[config.mk]
export PLATFORM = sky130hd
export DESIGN_NAME = dual_port_memory
export DESIGN_NICKNAME = d
export VERILOG_FILES = /design/src/rtl/mem_pkg.sv /design/src/rtl/mem_clear_ctrl.sv /design/src/rtl/dual_port_memory.sv
export SDC_FILE = /design/constraint.sdc
export NUM_CORES = 2
export LEC_CHECK = 0
export BUFFER_PORTS_ARGS = -buffer_cell sky130_fd_sc_hd__buf_4
export CORE_ASPECT_RATIO = 0.6
export CORE_MARGIN = 4
export CORE_UTILIZATION = 50
export CTS_BUF_LIST = sky130_fd_sc_hd__clkbuf_8
export DETAILED_ROUTE_END_ITERATION = 10
export PLACE_DENSITY = 0.72
export SETUP_SLACK_MARGIN = 0.15
export SYNTH_ARGS = -nofsm -noshare
export SYNTH_HDL_FRONTEND = slang
export SYNTH_SLANG_ARGS = --single-unit
[constraint.sdc]
create_clock -name clk -period 5.11 [get_ports clk]
set_input_delay 0.7665 -clock clk [delete_from_list [all_inputs] [get_ports clk]]
set_output_delay 0.7665 -clock clk [all_outputs]
set_load 0.02 [all_outputs]
[src/rtl/mem_pkg.sv]
// rtl/mem_pkg.sv - shared types and default sizes for the dual-port memory
package mem_pkg;

  typedef enum logic {
    ST_INIT  = 1'b0,
    ST_READY = 1'b1
  } mem_state_t;

  localparam int DEF_DATA_W = 16;
  localparam int DEF_ADDR_W = 8;

endpackage

[src/rtl/mem_clear_ctrl.sv]
// rtl/mem_clear_ctrl.sv - post-reset walk that zeroes every word before requests are accepted
module mem_clear_ctrl
  import mem_pkg::*;
#(
  parameter int ADDR_W = DEF_ADDR_W
) (
  input  logic              clk,
  input  logic              rst,
  output logic              clr_en,
  output logic [ADDR_W-1:0] clr_addr,
  output logic              ready
);

  mem_state_t state;

  always_ff @(posedge clk) begin
    if (rst) begin
      state    <= ST_INIT;
      clr_addr <= '0;
      ready    <= 1'b0;
    end else begin
      case (state)
        ST_INIT: begin
          clr_addr <= clr_addr + 1'b1;
          // ready tracks the state it is entering so it rises on the last clear edge
          if (clr_addr == {ADDR_W{1'b1}}) begin
            state <= ST_READY;
            ready <= 1'b1;
          end else begin
            ready <= 1'b0;
          end
        end
        default: begin
          state <= ST_READY;
          ready <= 1'b1;
        end
      endcase
    end
  end

  assign clr_en = (state == ST_INIT) && !rst;

endmodule

[src/rtl/dual_port_memory.sv]
// rtl/dual_port_memory.sv - byte-writable 1R1W memory with clear-on-reset and write-first bypass
module dual_port_memory
  import mem_pkg::*;
#(
  parameter int DATA_W = DEF_DATA_W,
  parameter int ADDR_W = DEF_ADDR_W
) (
  input  logic                clk,
  input  logic                rst,
  input  logic                wr_en,
  input  logic [ADDR_W-1:0]   wr_addr,
  input  logic [DATA_W-1:0]   wr_data,
  input  logic [DATA_W/8-1:0] wr_be,
  input  logic                rd_en,
  input  logic [ADDR_W-1:0]   rd_addr,
  output logic [DATA_W-1:0]   rd_data,
  output logic                rd_valid,
  output logic                ready
);

  localparam int NB    = DATA_W / 8;
  localparam int DEPTH = 2 ** ADDR_W;

  logic [DATA_W-1:0] mem [DEPTH];
  logic              clr_en;
  logic [ADDR_W-1:0] clr_addr;
  logic [DATA_W-1:0] rd_merged;

  mem_clear_ctrl #(.ADDR_W(ADDR_W)) u_clear (
    .clk      (clk),
    .rst      (rst),
    .clr_en   (clr_en),
    .clr_addr (clr_addr),
    .ready    (ready)
  );

  // Single write port: the clear walk owns it until ready, then user writes
  always_ff @(posedge clk) begin
    if (clr_en) begin
      mem[clr_addr] <= '0;
    end else if (ready && !rst && wr_en) begin
      for (int i = 0; i < NB; i++) begin
        if (wr_be[i]) mem[wr_addr][8*i +: 8] <= wr_data[8*i +: 8];
      end
    end
  end

  always_comb begin
    rd_merged = mem[rd_addr];
    for (int i = 0; i < NB; i++) begin
      if (wr_en && (wr_addr == rd_addr) && wr_be[i]) rd_merged[8*i +: 8] = wr_data[8*i +: 8];
    end
  end

  always_ff @(posedge clk) begin
    if (rst) begin
      rd_valid <= 1'b0;
      rd_data  <= '0;
    end else if (ready && rd_en) begin
      rd_valid <= 1'b1;
      rd_data  <= rd_merged;
    end else begin
      rd_valid <= 1'b0;
      rd_data  <= '0;
    end
  end

endmodule

Word-level counts from Yosys, hierarchy flattened --
Memory sizes are Yosys's and may differ from the RTL's. A register that Yosys moved wholly into a read port is not among the register bits. Index checks and enable logic that the tools add are counted.
Word-level totals: bits in registers 10, latch bits 0, bits in writable memories 4096, bits in read-only memories 0, output and inout port bits 18, memories 1
Operators by class: add/sub/neg operators 1, multipliers 0, div/mod/pow operators 0, magnitude comparators 0, eq/ne operators 1, shift operators 0, muxes and demuxes 16, bitwise operators 2, reduce and logical (&&, ||, !) cells 7
Memories:
- mem | depth 256, bits a word 16, read ports 1, clocked after memory_dff 1, wr ports 1, line dual_port_memory.sv:24 | logic [DATA_W-1:0] mem [DEPTH];
Operators by type and width (number):
- $mux W16 | 1
- $reduce_or A16 Y1 | 1
- $mux W1 | 13
- $add A8 B1 Y8 const B | 1
- $eq A8 B8 Y1 const B | 1
- $mux W8 | 1
- $logic_and A1 B1 Y1 | 4
- $mux W2 | 1
- $not A1 Y1 | 2
- $reduce_or A2 Y1 | 1
- $logic_not A1 Y1 | 1

Logic depth before layout (Yosys ltp) --
depth after elaboration 8, gate-level depth with buffers 13

Cells and area by module --
Synthesis repeated with hierarchy kept, for this count alone.
Second synthesis, totals: cell total of the unflattened synthesis 7757, area, all modules 160557.7 um^2
Modules (own cells, without submodules):
- dual_port_memory | instances 1, cells each 7715, area each 160157.4 um^2, sequential area each 123338.3 um^2
- mem_clear_ctrl | instances 1, cells each 42, area each 400.4 um^2, sequential area each 180.2 um^2

Worst setup path before layout --
OpenSTA, ideal clock, no wires.
kind in2reg, start input port rst, end memory mem[0][10] (netlist bit) (data pin), arrival time 4651 ps, data required time 4232 ps, slack -419 ps, cell stages on the path 4, buffers on the path 2, cells stage by stage and3b_1 > buf_4 > clkbuf_1 > and3_1
On the way: cells in the longest elaborated chain, start to end 8
RTL lines:
- start, declared | line dual_port_memory.sv:9 | input logic rst,
- $logic_not A1 Y1 (*) | line mem_clear_ctrl.sv:41, dual_port_memory.sv:41
- $logic_and A1 B1 Y1 (2 in a row) | line dual_port_memory.sv:41 | end else if (ready && !rst && wr_en) begin
- $mux W1 | line dual_port_memory.sv:41
- $mux W1 | line dual_port_memory.sv:39 | if (clr_en) begin
- $mux W1 (implied by the code) | line dual_port_memory.sv:43 | if (wr_be[i]) mem[wr_addr][8*i +: 8] <= wr_data[8*i +: 8];
- $reduce_or A16 Y1 (no line) (*)
- $mux W16 (no line) (*)
- end, declared | line dual_port_memory.sv:24
Mark *: on every way between the ends. The rest lies on a longest branch, timed or not.

Final worst setup path --
start input port rst, end memory mem[174][3] (netlist bit), enable pin
On the way: cells in the longest elaborated chain, start to end 8
RTL lines (line):
- $logic_not A1 Y1 (*) | mem_clear_ctrl.sv:41, dual_port_memory.sv:41
- $logic_and A1 B1 Y1 (2 in a row) | dual_port_memory.sv:41
- $mux W1 | dual_port_memory.sv:41
- $mux W1 | dual_port_memory.sv:39
- $mux W1 (implied by the code) | dual_port_memory.sv:43
- $reduce_or A16 Y1 (no line)
- $mux W8 (no line) or $mux W2 (tied branches)
Marks and branches as above.

==> run summary <==
Measured along the x axis, the die boundary spans 742 um. The worst setup path is launched from an input pin. In the final routed layout, each cell accounts on average for 34.1 um. The slew at the pin closest to its max-slew limit is 1.53 ns. Tracing the worst setup path back leads to its startpoint at rst. In the layout the commonest cells are edfxtp_1 (4096), mux2i_1 (730), mux4_2 (655), nor2_1 (614), clkbuf_8 (589). The warning count from the yosys run is 0.

The total congestion overflow is 0. After clock tree synthesis, the clock-pin slew on the worst setup and hold paths is 0.06 ns. The average via count per standard cell came out at 6.58.

The routed wire length came out at 456000 um. The die height is 449 um. The run finished, with violations left. Walking the worst path, the cells encountered are dlygate4sd3_1, buf_4, nand3b_2, nor2_4, buf_4, nand3b_1, o21ai_2, buf_4, nand3_1, nor2_1. The number of nets with antenna violations after detailed routing came out at 0. Measured against its own limit, the worst slew margin works out to -1.84%. The number of remaining DRC errors is 0. The endpoint of the most critical register-to-register path is mem[174][3]$_DFFE_PP_. The last weighted congestion value of the routability-driven placer is 0.919. The reg2reg setup slack is 0.87 ns.

The critical path capture point is mem[174][3]$_DFFE_PP_. The total vias in the final route is 88100. The initial antenna violation count is 28. The worst voltage drop across the vdd grid came out at 0.000247 V. The total count of hold-check failures in the final report came out at 0. When the netlist entered floorplanning its net count stood at 8179. The number of nets in the final layout came out at 8699. The final period utilization came out at 83.1%. The number of pins exceeding their max-slew limit in the final report is 9.

The first-pass iteration count of the detailed router is 9. STA classifies the critical path endpoint as a flop. The number of max-cap violations came out at 1. In this run the worst hold path is classified as in2reg. The first global-routing pass estimated 640000 um of wire. The leakage dissipation came out at 0.0584 uW. Entering global routing, the biggest net connects 168 pins. The number of buffers between clock root and the deepest sink came out at 4.

The floorplan step defined a die boundary enclosing 0.333 mm2. The core occupancy in the finished layout came out at 55.4%. The number of synthesized flops with an enable pin is 4096. The shortest period the worst path allows is 4.25 ns. The number of instances in the synthesized netlist came out at 8140. The critical path contains buffers and inverters numbering 4 combined. On the critical path the largest part of the delay comes from simple AND/OR/NAND/NOR gates. The critical path's largest stage delay came out at 0.88 ns.

The area growth from synthesis to final layout is 10.1%. The worst-case reg-to-reg path depth came out at 8. Leaving out filler cells and counting taps, the final layout contains 13400. The clock net in this run drives a total of 4122 sinks. The total number of cells along the worst setup path came out at 10. The total number of placement rows came out at 161. The maximum fanout encountered on the critical timing path is 28.

The cell sitting at the root of the clock tree is a clkbuf_8. Of the cells placed in the final design, the portion with a size suffix greater than 1 is 20.9%. The post-CTS setup-driven buffer insertion count is 0. The worst hold path begins at rd_en.

TritonCTS built the clock tree. Setup repair after global routing left no endpoint under its margin. The maximum frequency from static timing analysis is 235 MHz. The met3 wire length is 77700 um. The critical path required time is 5.75 ns. The flip-flop and latch count after synthesis came out at 4122. Among all flip-flop cells after synthesis, the most frequent one is edfxtp_1. Clock tree synthesis inserted a total of 557 buffers. The proportion of register bits with asynchronous set or reset after synthesis came out at 0%. The global router's overall resource usage is 26.9%.

Once detailed placement completed, the half-perimeter wirelength came to 282000 um. The classification of the worst setup path is in2reg. Sequential elements use 76.3% of the synthesized area. The number of global-route vias before repair was 84500. The cell with the largest stage delay on the worst path is nor2_1. Port buffering added 55 buffers. Leaving out fill and tap cells, the most frequent cell in the layout is edfxtp_1. The checks that failed: capacitance limit, slew limit. The final setup violation count is 0. The sum of met2 wire segment lengths after detailed routing came out at 189000 um. The floorplan step defined a core boundary enclosing 0.322 mm2. The depth of the CTS H-tree came out at 6. The number of cells after detailed placement came out at 12400. For the final database, setup skew stands at 0.0542 ns. The mean area per synthesized cell is 19.9 um2.

The launch point of the worst reg-to-reg path is u_clear.state$_SDFF_PP0_. The detailed-routing wirelength on met1 is 176000 um. The highest routed metal layer is met5. The most numerous cell type found on the critical path is buf_4.

The initial utilization of the core area, before any placement, comes to 50.3%. The mapped netlist covers 0.162 mm2. The count of routing violations after the opening detailed-route iteration is 15900. The clock latency on the worst-skew pair is 1.05 ns. The top-level port count is 56.

Data arrives at the worst endpoint at 4.89 ns. The number of distinct library cells after synthesis came out at 94. The power density of the placed cells came out at 353 mW/mm2.
==> worst register-to-register path: cells and delay by family (launching register included) <==
| family | cells | cell delay, ns |
|---|---|---|
| DFF | 1 | 0.60 |
| AOI/OAI and AO/OA | 1 | 0.27 |
| buffers and inverters | 2 | 0.56 |
| and+or+nand+nor | 5 | 2.41 |
==> routing by layer <==
| layer | vias up | GRT usage (%) |
|---|---|---|
| met5 | - | 0 |
| met2 | 7349 | 35.9 |
| met3 | 905 | 11.2 |
| met4 | 2 | 7.79 |
| li1 | 34600 | - |
| met1 | 45300 | 40.4 |
==> registers in the layout (all words and copies together), names as in the netlist <==
name,count
rd_data,16
rd_valid,1
mem,4096
u_clear.state,1
u_clear.clr_addr,8
==> through the flow <==
| stage | hold slack (ns) | setup slack (ns) | TNS [ns] | power, uW | instance area (um2) |
|---|---|---|---|---|---|
| floorplan | 0.525 | -0.215 | -328.34 | 39200 | 162000 |
| global placement | 0.596 | 0.383 | 0 | 40200 | 168000 |
| detailed placement | 0.615 | 0.365 | 0 | 40200 | 168000 |
| CTS | 0.0818 | 0.970 | 0 | 62800 | 178000 |
| global route | 0.161 | 0.650 | 0 | 64600 | 178000 |
| finish | 0.161 | 0.863 | 0 | 62800 | 178000 |
==> how the worst min path moves through the flow <==
stage	end	slack (ns)	cells after the start
after floorplan	u_clear.clr_addr[6]$_SDFFE_PP0N_	0.53	2
after global placement	u_clear.clr_addr[6]$_SDFFE_PP0N_	0.60	2
after detailed placement	u_clear.clr_addr[6]$_SDFFE_PP0N_	0.61	2
after CTS	rd_valid$_SDFF_PP0_	0.08	3
after global routing	rd_valid$_SDFF_PP0_	0.16	3
final	rd_valid$_SDFF_PP0_	0.16	3
==> what timing repair did <==
action                    in CTS  in global routing
hold buffers                   1                  0
gates resized for setup        0                  0
hold endpoints to repair       9                  0
==> power by group <==
part / leakage (uW) / switching (uW) / total, uW / internal (uW)
combinational: 0.0146 / 1890 / 2970 / 1080
clock: 0.00567 / 12300 / 23200 / 10900
sequential: 0.0382 / 11.8 / 36600 / 36600
total: 0.0584 / 14200 / 62800 / 48600
==> layout make-up <==
| cell class | count | area [um2] |
|---|---|---|
| Inverter | 8 | 35.0 |
| Clock inverter | 364 | 1680 |
| Tap cell | 4319 | 5400 |
| Antenna cell | 20 | 50.0 |
| Fill cell | 23800 | 143000 |
| Multi-Input combinational cell | 3505 | 34900 |
| Timing Repair Buffer | 466 | 4520 |
| Sequential cell | 4122 | 124000 |
| Clock buffer | 588 | 8090 |
==> cells by family (layout without fill, tap and decap cells) <==
logic type	after synthesis	count (layout)	synth area share (%)
other	0	20	0
and+or+nand+nor	1195	1195	3.31
buffers and inverters	513	1426	2.27
AOI/OAI and AO/OA	867	867	3.82
muxes	1429	1429	14.2
adders and majority gates	1	1	0.00773
xor gates and xnor gates	13	13	0.0750
DFF	4122	4122	76.3
==> synth_stat cells, drive strengths merged (33+ instances only) <==
master / n / area share, %
a21oi: 119 / 0.37
buf: 329 / 1.8
nor2: 623 / 1.5
mux4: 680 / 9.5
edfxtp: 4096 / 76
a221oi: 37 / 0.20
nand3: 114 / 0.35
nand4: 58 / 0.22
a22oi: 171 / 0.79
a211oi: 34 / 0.16
o21ai: 73 / 0.23
clkbuf: 174 / 0.43
o221ai: 80 / 0.43
nor2b: 33 / 0.13
nand2: 209 / 0.48
mux2i: 730 / 4.5
a31oi: 38 / 0.15
o22ai: 125 / 0.48
No activity file was read; power rests on OpenSTA's default activity.
